===== src/rtl/muldiv_unit_if.sv =====
// Bus between the pipeline control and the iterative multiply/divide unit.
// The pipeline side (master) issues operations and MT writes. The unit side
// (slave) returns the handshake and the HI/LO contents.
interface muldiv_unit_if;
    logic        start;
    logic [1:0]  op;
    logic [31:0] a;
    logic [31:0] b;
    logic        mthi;
    logic        mtlo;
    logic [31:0] mt_data;
    logic        busy;
    logic        done;
    logic        div_zero;
    logic [31:0] hi;
    logic [31:0] lo;

    modport master (
        output start, op, a, b, mthi, mtlo, mt_data,
        input  busy, done, div_zero, hi, lo
    );

    modport slave (
        input  start, op, a, b, mthi, mtlo, mt_data,
        output busy, done, div_zero, hi, lo
    );
endinterface


===== src/rtl/muldiv_unit.sv =====
// Iterative 32-bit MIPS multiply/divide unit with HI/LO result registers.
// Every operation takes 32 RUN cycles plus one FIX cycle. Operands are
// converted to magnitudes at start, and the sign is restored in FIX.
module muldiv_unit (
    input logic          clk,
    input logic          rst,
    muldiv_unit_if.slave bus
);
    typedef enum logic [1:0] {IDLE, RUN, FIX} state_t;

    state_t      state;
    state_t      state_next;
    logic [4:0]  cnt;
    logic        is_div;
    logic        b_zero;
    logic        sign_a;
    logic        sign_b;
    logic [31:0] a_raw;
    logic [31:0] mag_a;
    logic [31:0] mag_b;
    // Multiply: {partial product, remaining multiplier bits}, shifted right.
    // Divide:   {partial remainder, remaining dividend/quotient bits}, shifted left.
    logic [63:0] work;
    logic        busy_q;
    logic        done_q;
    logic        div_zero_q;
    logic [31:0] hi_q;
    logic [31:0] lo_q;

    // Operand magnitudes at start. Only MULT and DIV (op[0] = 0) are signed.
    logic        in_signed;
    logic        in_neg_a;
    logic        in_neg_b;
    logic [31:0] in_abs_a;
    logic [31:0] in_abs_b;

    assign in_signed = ~bus.op[0];
    assign in_neg_a  = in_signed & bus.a[31];
    assign in_neg_b  = in_signed & bus.b[31];
    assign in_abs_a  = in_neg_a ? (~bus.a + 32'd1) : bus.a;
    assign in_abs_b  = in_neg_b ? (~bus.b + 32'd1) : bus.b;

    // One shift-add multiply step: add the multiplicand when the current
    // multiplier bit is set, then shift the whole accumulator right.
    logic [32:0] mul_sum;
    logic [63:0] mul_next;

    assign mul_sum  = {1'b0, work[63:32]} + (work[0] ? {1'b0, mag_a} : 33'd0);
    assign mul_next = {mul_sum, work[31:1]};

    // One restoring divide step. The 33-bit shifted remainder is compared
    // against the divisor. Bit 33 of the trial subtraction is the borrow.
    logic [32:0] rem_shift;
    logic [33:0] trial;
    logic [63:0] div_next;

    assign rem_shift = {work[63:32], work[31]};
    assign trial     = {1'b0, rem_shift} - {2'b00, mag_b};
    assign div_next  = trial[33] ? {rem_shift[31:0], work[30:0], 1'b0}
                                 : {trial[31:0],     work[30:0], 1'b1};

    // Sign-corrected results, consumed in FIX.
    logic        neg_prod;
    logic [63:0] prod;
    logic [31:0] quo;
    logic [31:0] rem;
    logic [31:0] res_hi;
    logic [31:0] res_lo;

    assign neg_prod = sign_a ^ sign_b;
    assign prod     = neg_prod ? (~work + 64'd1) : work;
    assign quo      = neg_prod ? (~work[31:0] + 32'd1) : work[31:0];
    assign rem      = sign_a ? (~work[63:32] + 32'd1) : work[63:32];

    // Select the value written to HI/LO at the end of FIX.
    always_comb begin
        res_hi = prod[63:32];
        res_lo = prod[31:0];
        if (is_div) begin
            if (b_zero) begin
                res_hi = a_raw;
                res_lo = 32'hFFFF_FFFF;
            end else begin
                res_hi = rem;
                res_lo = quo;
            end
        end
    end

    // State register.
    always_ff @(posedge clk or negedge rst) begin
        // NOTE: sequential state uses non-blocking assignments so every flop samples pre-edge values.
        if (!rst) state <= IDLE;
        else      state <= state_next;
    end

    // Next-state logic: start in IDLE, 32 RUN iterations, one FIX cycle.
    always_comb begin
        // NOTE: default first, so no path leaves state_next unassigned and no latch is inferred.
        state_next = state;
        unique case (state)
            IDLE:    if (bus.start) state_next = RUN;
            RUN:     if (cnt == 5'd31) state_next = FIX;
            FIX:     state_next = IDLE;
            default: state_next = IDLE;
        endcase
    end

    // Datapath: latch operands, iterate, commit results, and handle MT writes.
    always_ff @(posedge clk or negedge rst) begin
        if (!rst) begin
            cnt        <= 5'd0;
            is_div     <= 1'b0;
            b_zero     <= 1'b0;
            sign_a     <= 1'b0;
            sign_b     <= 1'b0;
            a_raw      <= 32'd0;
            mag_a      <= 32'd0;
            mag_b      <= 32'd0;
            work       <= 64'd0;
            hi_q       <= 32'd0;
            lo_q       <= 32'd0;
        end else begin
            unique case (state)
                IDLE: begin
                    if (bus.start) begin
                        cnt    <= 5'd0;
                        is_div <= bus.op[1];
                        b_zero <= (bus.b == 32'd0);
                        sign_a <= in_neg_a;
                        sign_b <= in_neg_b;
                        a_raw  <= bus.a;
                        mag_a  <= in_abs_a;
                        mag_b  <= in_abs_b;
                        // Multiply seeds the accumulator with the multiplier.
                        // Divide seeds it with the dividend.
                        work   <= {32'd0, bus.op[1] ? in_abs_a : in_abs_b};
                    end else begin
                        if (bus.mthi) hi_q <= bus.mt_data;
                        if (bus.mtlo) lo_q <= bus.mt_data;
                    end
                end
                RUN: begin
                    cnt  <= cnt + 5'd1;
                    work <= is_div ? div_next : mul_next;
                end
                FIX: begin
                    hi_q <= res_hi;
                    lo_q <= res_lo;
                end
                default: ;
            endcase
        end
    end

    // Registered handshake outputs. done and div_zero pulse on the FIX->IDLE edge.
    always_ff @(posedge clk or negedge rst) begin
        if (!rst) begin
            busy_q     <= 1'b0;
            done_q     <= 1'b0;
            div_zero_q <= 1'b0;
        end else begin
            busy_q     <= (state_next != IDLE);
            done_q     <= (state == FIX);
            div_zero_q <= (state == FIX) && is_div && b_zero;
        end
    end

    assign bus.busy     = busy_q;
    assign bus.done     = done_q;
    assign bus.div_zero = div_zero_q;
    assign bus.hi       = hi_q;
    assign bus.lo       = lo_q;
endmodule


===== src/flat_wrapper.sv =====
// flat-port wrapper written by rule: the top's interface ports become plain ports
module muldiv_unit_flat 
  (clk, rst, bus_start, bus_op, bus_a, bus_b, bus_mthi, bus_mtlo, bus_mt_data, bus_busy, bus_done, bus_div_zero, bus_hi, bus_lo);
  muldiv_unit_if bus_i ();
  input logic clk;
  input logic rst;
  input wire logic [$bits(bus_i.start)-1:0] bus_start;
  input wire logic [$bits(bus_i.op)-1:0] bus_op;
  input wire logic [$bits(bus_i.a)-1:0] bus_a;
  input wire logic [$bits(bus_i.b)-1:0] bus_b;
  input wire logic [$bits(bus_i.mthi)-1:0] bus_mthi;
  input wire logic [$bits(bus_i.mtlo)-1:0] bus_mtlo;
  input wire logic [$bits(bus_i.mt_data)-1:0] bus_mt_data;
  output wire logic [$bits(bus_i.busy)-1:0] bus_busy;
  output wire logic [$bits(bus_i.done)-1:0] bus_done;
  output wire logic [$bits(bus_i.div_zero)-1:0] bus_div_zero;
  output wire logic [$bits(bus_i.hi)-1:0] bus_hi;
  output wire logic [$bits(bus_i.lo)-1:0] bus_lo;
  assign bus_i.start = bus_start;
  assign bus_i.op = bus_op;
  assign bus_i.a = bus_a;
  assign bus_i.b = bus_b;
  assign bus_i.mthi = bus_mthi;
  assign bus_i.mtlo = bus_mtlo;
  assign bus_i.mt_data = bus_mt_data;
  assign bus_busy = bus_i.busy;
  assign bus_done = bus_i.done;
  assign bus_div_zero = bus_i.div_zero;
  assign bus_hi = bus_i.hi;
  assign bus_lo = bus_i.lo;
  muldiv_unit u_core (.clk(clk), .rst(rst), .bus(bus_i));
endmodule

===== config.mk =====
export PLATFORM = sky130hd
export DESIGN_NAME = muldiv_unit_flat
export DESIGN_NICKNAME = d
export VERILOG_FILES = /design/src/rtl/muldiv_unit_if.sv /design/src/rtl/muldiv_unit.sv /design/src/flat_wrapper.sv
export SDC_FILE = /design/constraint.sdc
export NUM_CORES = 1
export LEC_CHECK = 0
export ABC_CLOCK_PERIOD_IN_PS = 3300
export BUFFER_PORTS_ARGS = -buffer_cell sky130_fd_sc_hd__buf_2
export CAP_MARGIN = 20
export CORE_UTILIZATION = 55
export DETAILED_ROUTE_END_ITERATION = 16
export HOLD_SLACK_MARGIN = 0.12
export PLACE_DENSITY_LB_ADDON = 0.12
export SYNTH_ARGS = -nofsm -noshare
export SYNTH_HDL_FRONTEND = slang
export SYNTH_SLANG_ARGS = --single-unit

===== constraint.sdc =====
create_clock -name clk -period 3.3 [get_ports clk]
set_clock_uncertainty 0.1 [all_clocks]
set_input_delay 0.495 -clock clk [delete_from_list [all_inputs] [get_ports clk]]
set_output_delay 0.495 -clock clk [all_outputs]
set_load 0.02 [all_outputs]

## Yosys cells after proc, flatten, opt, wreduce, memory -nomap -nowiden

Index checks and enable logic that the tools add are counted.

- $add $sub $neg: 8
- Equal/unequal tests: 7
- Muxes and demuxes: 26
- Bitwise gates (word level): 9
- Reductions and logical operators: 11

Operator list:

| cell | number |
|---|---|
| 2-to-1 mux 32 bit | 14 |
| 2-to-1 mux 64 bit | 4 |
| adder 32 x 1 -> 32 bit (second input constant) | 4 |
| NOT 32 bit | 4 |
| case mux 32 bit (2 select lines) | 2 |
| case mux 64 bit (2 select lines) | 1 |
| adder 64 x 1 -> 64 bit (second input constant) | 1 |
| NOT 64 bit | 1 |
| subtractor 33 x 32 -> 34 bit | 1 |
| adder 32 x 33 -> 33 bit | 1 |
| logical NOT 32 bit | 1 |
| case mux 5 bit (2 select lines) | 1 |
| inequality test 2 bit (second input constant) | 4 |
| AND reduction 3 bit | 2 |
| nonzero test 2 bit | 3 |
| adder 5 x 1 -> 5 bit (second input constant) | 1 |
| == test 5 bit (second input constant) | 1 |
| 2-to-1 mux 5 bit | 1 |
| 2-to-1 mux 2 bit | 2 |
| case mux 2 bit (2 select lines) | 1 |
| AND reduction 2 bit | 2 |
| bitwise AND 1 bit | 2 |
| == test 2 x 1 -> 1 bit (second input constant) | 1 |
| == test 2 bit (second input constant) | 1 |
| other kinds (4) | 5 |

- Register bits after elaboration: 238
- Input bits: 103
- Word-level logic and storage cells: 76

## Logic depth before layout (Yosys ltp)

- Depth after elaboration: 6
- Gate-level depth with buffers: 16

## Worst setup path before layout

OpenSTA, ideal clock, no wires.

- Kind: register to register
- Start point: reg u_core.work[0]
- End point: reg u_core.work[59]
- Arrival time: 3,279 ps
- Data required time: 3,074 ps
- Slack: -205 ps
- Cell stages (with the launch flop): 17
- Buffers on the path: 2
- Clock period less this slack: 3,505 ps
- Cell sequence: dfrtp_1 > buf_2 > clkbuf_1 > and2_1 > ha_1 > inv_1 > fa_1 > nor2b_1 > o2111ai_1 > a32oi_1 > a211oi_1 > a21oi_1 > a21oi_1 > o21ai_0 > a21oi_1 > xnor2_1 > a221o_1

- Longest elaborated chain between the ends: 4

RTL lines:

| item | line | RTL |
|---|---|---|
| from (decl) | muldiv_unit.sv:23 | `logic [63:0] work;` |
| from (signal assigned) | muldiv_unit.sv:137 | `work <= {32'd0, bus.op[1] ? in_abs_a : in_abs_b};` |
| from (signal assigned) | muldiv_unit.sv:145 | `work <= is_div ? div_next : mul_next;` |
| 2-to-1 mux 32 bit | muldiv_unit.sv:48 | `assign mul_sum = {1'b0, work[63:32]} + (work[0] ? {1'b0, mag_a} : 33'd0);` |
| adder 32 x 33 -> 33 bit | muldiv_unit.sv:48 |  |
| 2-to-1 mux 64 bit | muldiv_unit.sv:145 |  |
| case mux 64 bit (2 select lines) | muldiv_unit.sv:124 | `unique case (state)` |

No other way between the ends.
A chain may end at the register's enable or synchronous reset.

## Worst setup path after layout

- Start point: reg u_core.work[37]
- End point: reg u_core.hi_q[16], in the netlist u_core.bus.hi[16]

- Longest elaborated chain between the ends: 6
- Elaborated cells between the ends (all ways): 9
- Classes of those cells: add/sub (2); mux (5); bitwise (2)

RTL lines:

| item | line | RTL |
|---|---|---|
| NOT 32 bit | muldiv_unit.sv:73 | `assign rem = sign_a ? (~work[63:32] + 32'd1) : work[63:32];` |
| adder 32 x 1 -> 32 bit | muldiv_unit.sv:73 |  |
| 2-to-1 mux 32 bit | muldiv_unit.sv:73 |  |
| 2-to-1 mux 32 bit | muldiv_unit.sv:80 | `if (b_zero) begin` |
| 2-to-1 mux 32 bit (*) | muldiv_unit.sv:79 | `if (is_div) begin` |
| case mux 32 bit (2 select lines) (*) | muldiv_unit.sv:124 |  |
| to (signal assigned) | muldiv_unit.sv:139 | `if (bus.mthi) hi_q <= bus.mt_data;` |
| to (signal assigned) | muldiv_unit.sv:148 | `hi_q <= res_hi;` |
| to (decl) | muldiv_unit.sv:27 | `logic [31:0] hi_q;` |

Mark *: on every way between the ends. The rest lies on a longest branch, timed or not.

==> results.tsv <==
metric	value	unit
Syn Area/Cell	8.01	µm²
VDD IR max	0.728	mV
Die X	183	µm
all-layer global routing usage	38.4	%
die area	0.0335	mm²
top post-synthesis cells by area	dfrtp_1 33%, nand2_1 7.3%, mux2i_1 7.1%	
status	complete, but fails checks	
initial drt markers	1825	
Synth-to-Final Area Change	26.0	%
GRT overflow	0	
vias in the first global route	17603	
Synth Flop Type	dfrtp_1	
Leak Pwr	10.2	nW
drt pass-1 iters	6	
Post-synth EDFFs	0	
final WL	65700	µm
post-layout min period	3350	ps
failing checks	setup timing	
Post-Syn Nets	2429	
Async S/R FF share, synth	100	%
library cells used by synthesis	75	
worst-path fanout max	7	
DRC	0	
post-route ant nets	0	
sequential fraction of the synthesis area	32.9	%
root buf cell	clkbuf_16	
Max Fclk	0.299	GHz
mean number of vias per cell	6.09	
Worst-path clk slew	60	ps
CTS H-tree depth	1	
latest clock arrival within the worst-skew pair	580	ps
Yosys reg bits	237	
share of the synthesized area in the top cell type	32.9	%
Nets	2735	
Power Density	1200	mW/mm²
CTS max path bufs	3	
vias post-DR	18381	
antenna violations before repair	0	
Core ar.	0.0320	mm²
Hold Vio Cnt, Final	0	
synthesized area	0.0181	mm²
share of cells above drive strength 1	23.2	%
clock sinks	237	
Final TNS setup	-66.7	ps
Synth top cells by count	353 x nand2_1, 250 x o21ai_0, 237 x dfrtp_1, 152 x a21oi_1, 149 x clkbuf_1	
Initial Util	56.5	%
Final WS setup	-46.1	ps
HPWL Detailed	48300	µm
Antenna Cells	0	
RD Place Congestion	0.993	
Final Hold Slack	129	ps
post-layout instance area	0.0227	mm²
relative slew slack	38.4	%
slew of the pin with the lowest slew margin	924	ps
largest net degree at the start of global routing	80	
Final Setup Violations	3	
Rows	65	
WL per Instance	21.8	µm
Post-DP Area	0.0206	mm²
WP data arrival	3690	ps
min-delay worst type	in2reg	
clock buffer count from CTS	28	
Worst setup EP type	flop	
Tcrit/Tclk final	101	%
unrepaired setup endpoints after global routing	yes	
Worst Path Required	3640	ps
Max-Cap Viols	0	
Setup CP Type	reg2reg	
# IOs	170	
most frequent cell after synthesis	nand2_1	
Post-Synthesis Cells	2254	
Max Slew Vio Count	0	
I/O Buffers	169	
first-pass GRT wire length	98600	µm
post-synth top area cell	dfrtp_1	
CTS tree	done	
die height	183	µm
Ys Warns	0	
crit start category	flop	
worst paths after layout:
| kind | from | endpoint | slack (ps) | depth (start not counted) |
|---|---|---|---|---|
| setup / recovery | u_core.work[37] | u_core.bus.hi[16] | -50 | 11 |
| hold / removal | bus_a[28] | u_core.a_raw[28] | 130 | 3 |
| setup reg to reg | u_core.work[37] | u_core.bus.hi[16] | -50 | 11 |
| hold reg to reg | u_core.mag_a[24] | u_core.mag_a[24] | 380 | 2 |
| max in group asynchronous | rst | u_core.bus.hi[25] | 1850 | 3 |
| min in group asynchronous | rst | u_core.work[63] | 410 | 2 |
power by group:
part	switching, W	leakage [nW]	internal [W]
Sequential	0.00118	2.90	0.00430
Clock	0.00133	0.454	0.00189
Combinational	0.0104	6.85	0.00816
per-stage QoR:
stage	std cells	utilization (%)	total power (W)	setup slack, ps
2_1_floorplan	2254	-	0.0164	-26.0
3_3_place_gp	2906	64.6	0.0219	-279
3_5_place_dp	2906	64.6	0.0222	-287
4_1_cts	2999	69.3	0.0259	-44.6
5_1_grt	3016	71.2	0.0291	-119
6_report	3016	71.2	0.0273	-46.1
layout by cell type (no fill, tap or decap), drive strengths merged, types with 34 or more instances in the layout:
cell	count
nor2	134
o211ai	39
a21oi	152
o22ai	34
ha	70
clkbuf	39
xnor2	128
and2	40
xor2	74
mux2i	128
nand2	353
o21ai	272
inv	73
dfrtp	237
a21o	40
nor3	36
buf	412
cell families (layout without fill, tap and decap cells):
kind of cell / after synthesis / count (layout) / synth area share [%]
adder cells (fa/ha/maj): 72 / 72 / 5.07
AND/OR/NAND/NOR: 707 / 707 / 17.9
multiplexers: 131 / 131 / 7.28
AO/OA/AOI/OAI: 663 / 663 / 22.0
buffers and inverters: 242 / 569 / 5.10
flip-flops: 237 / 237 / 32.9
XOR/XNOR: 202 / 202 / 9.80
sequential cells by signal, indices dropped and copies added, names as in the netlist, 2 cells and up:
| register | count |
|---|---|
| u_core.bus.hi | 32 |
| u_core.bus.lo | 32 |
| u_core.work | 64 |
| u_core.cnt | 5 |
| u_core.state | 2 |
| u_core.mag_b | 32 |
| u_core.mag_a | 32 |
| u_core.a_raw | 31 |
cell type report:
class / count / area (µm²)
Multi-Input combinational cell: 1775 / 11900
Fill cell: 2615 / 9220
Clock buffer: 38 / 779
Inverter: 73 / 274
Clock inverter: 13 / 153
Tap cell: 435 / 544
Timing Repair Buffer: 445 / 3160
Sequential cell: 237 / 5940
what timing repair did:
| item | 4_1_cts | 5_1_grt |
|---|---|---|
| gates resized for setup | 51 | 89 |
| buffers inserted | 10 | 16 |
| hold buffers | 32 | 0 |
| pin swaps | 20 | 44 |
| endpoints found under the hold margin | 100 | 0 |
| cloned | 0 | 1 |
| setup endpoints to repair | 37 | 47 |
routing by layer:
| layer | share of wire [%] | vias up | track usage (%) |
|---|---|---|---|
| met3 | 7.4 | 185 | 5.28 |
| met4 | 5.7 | 0 | 19.5 |
| li1 | - | 8499 | - |
| met5 | 0 | - | 0 |
| met1 | 41 | 8863 | 50.5 |
| met2 | 46 | 834 | 61.8 |
critical path, cell delays in order (launching register included):
cell and delay, ps:
dfrtp_1 460, buf_4 210, or4_1 460, or4_4 450, or3_4 360, or4b_4 530, nand2_2 100, xnor2_1 60
mux2i_1 120, nand2_1 70, o211ai_1 160, o21ai_1 110
Power figures use the tool's default switching activity.
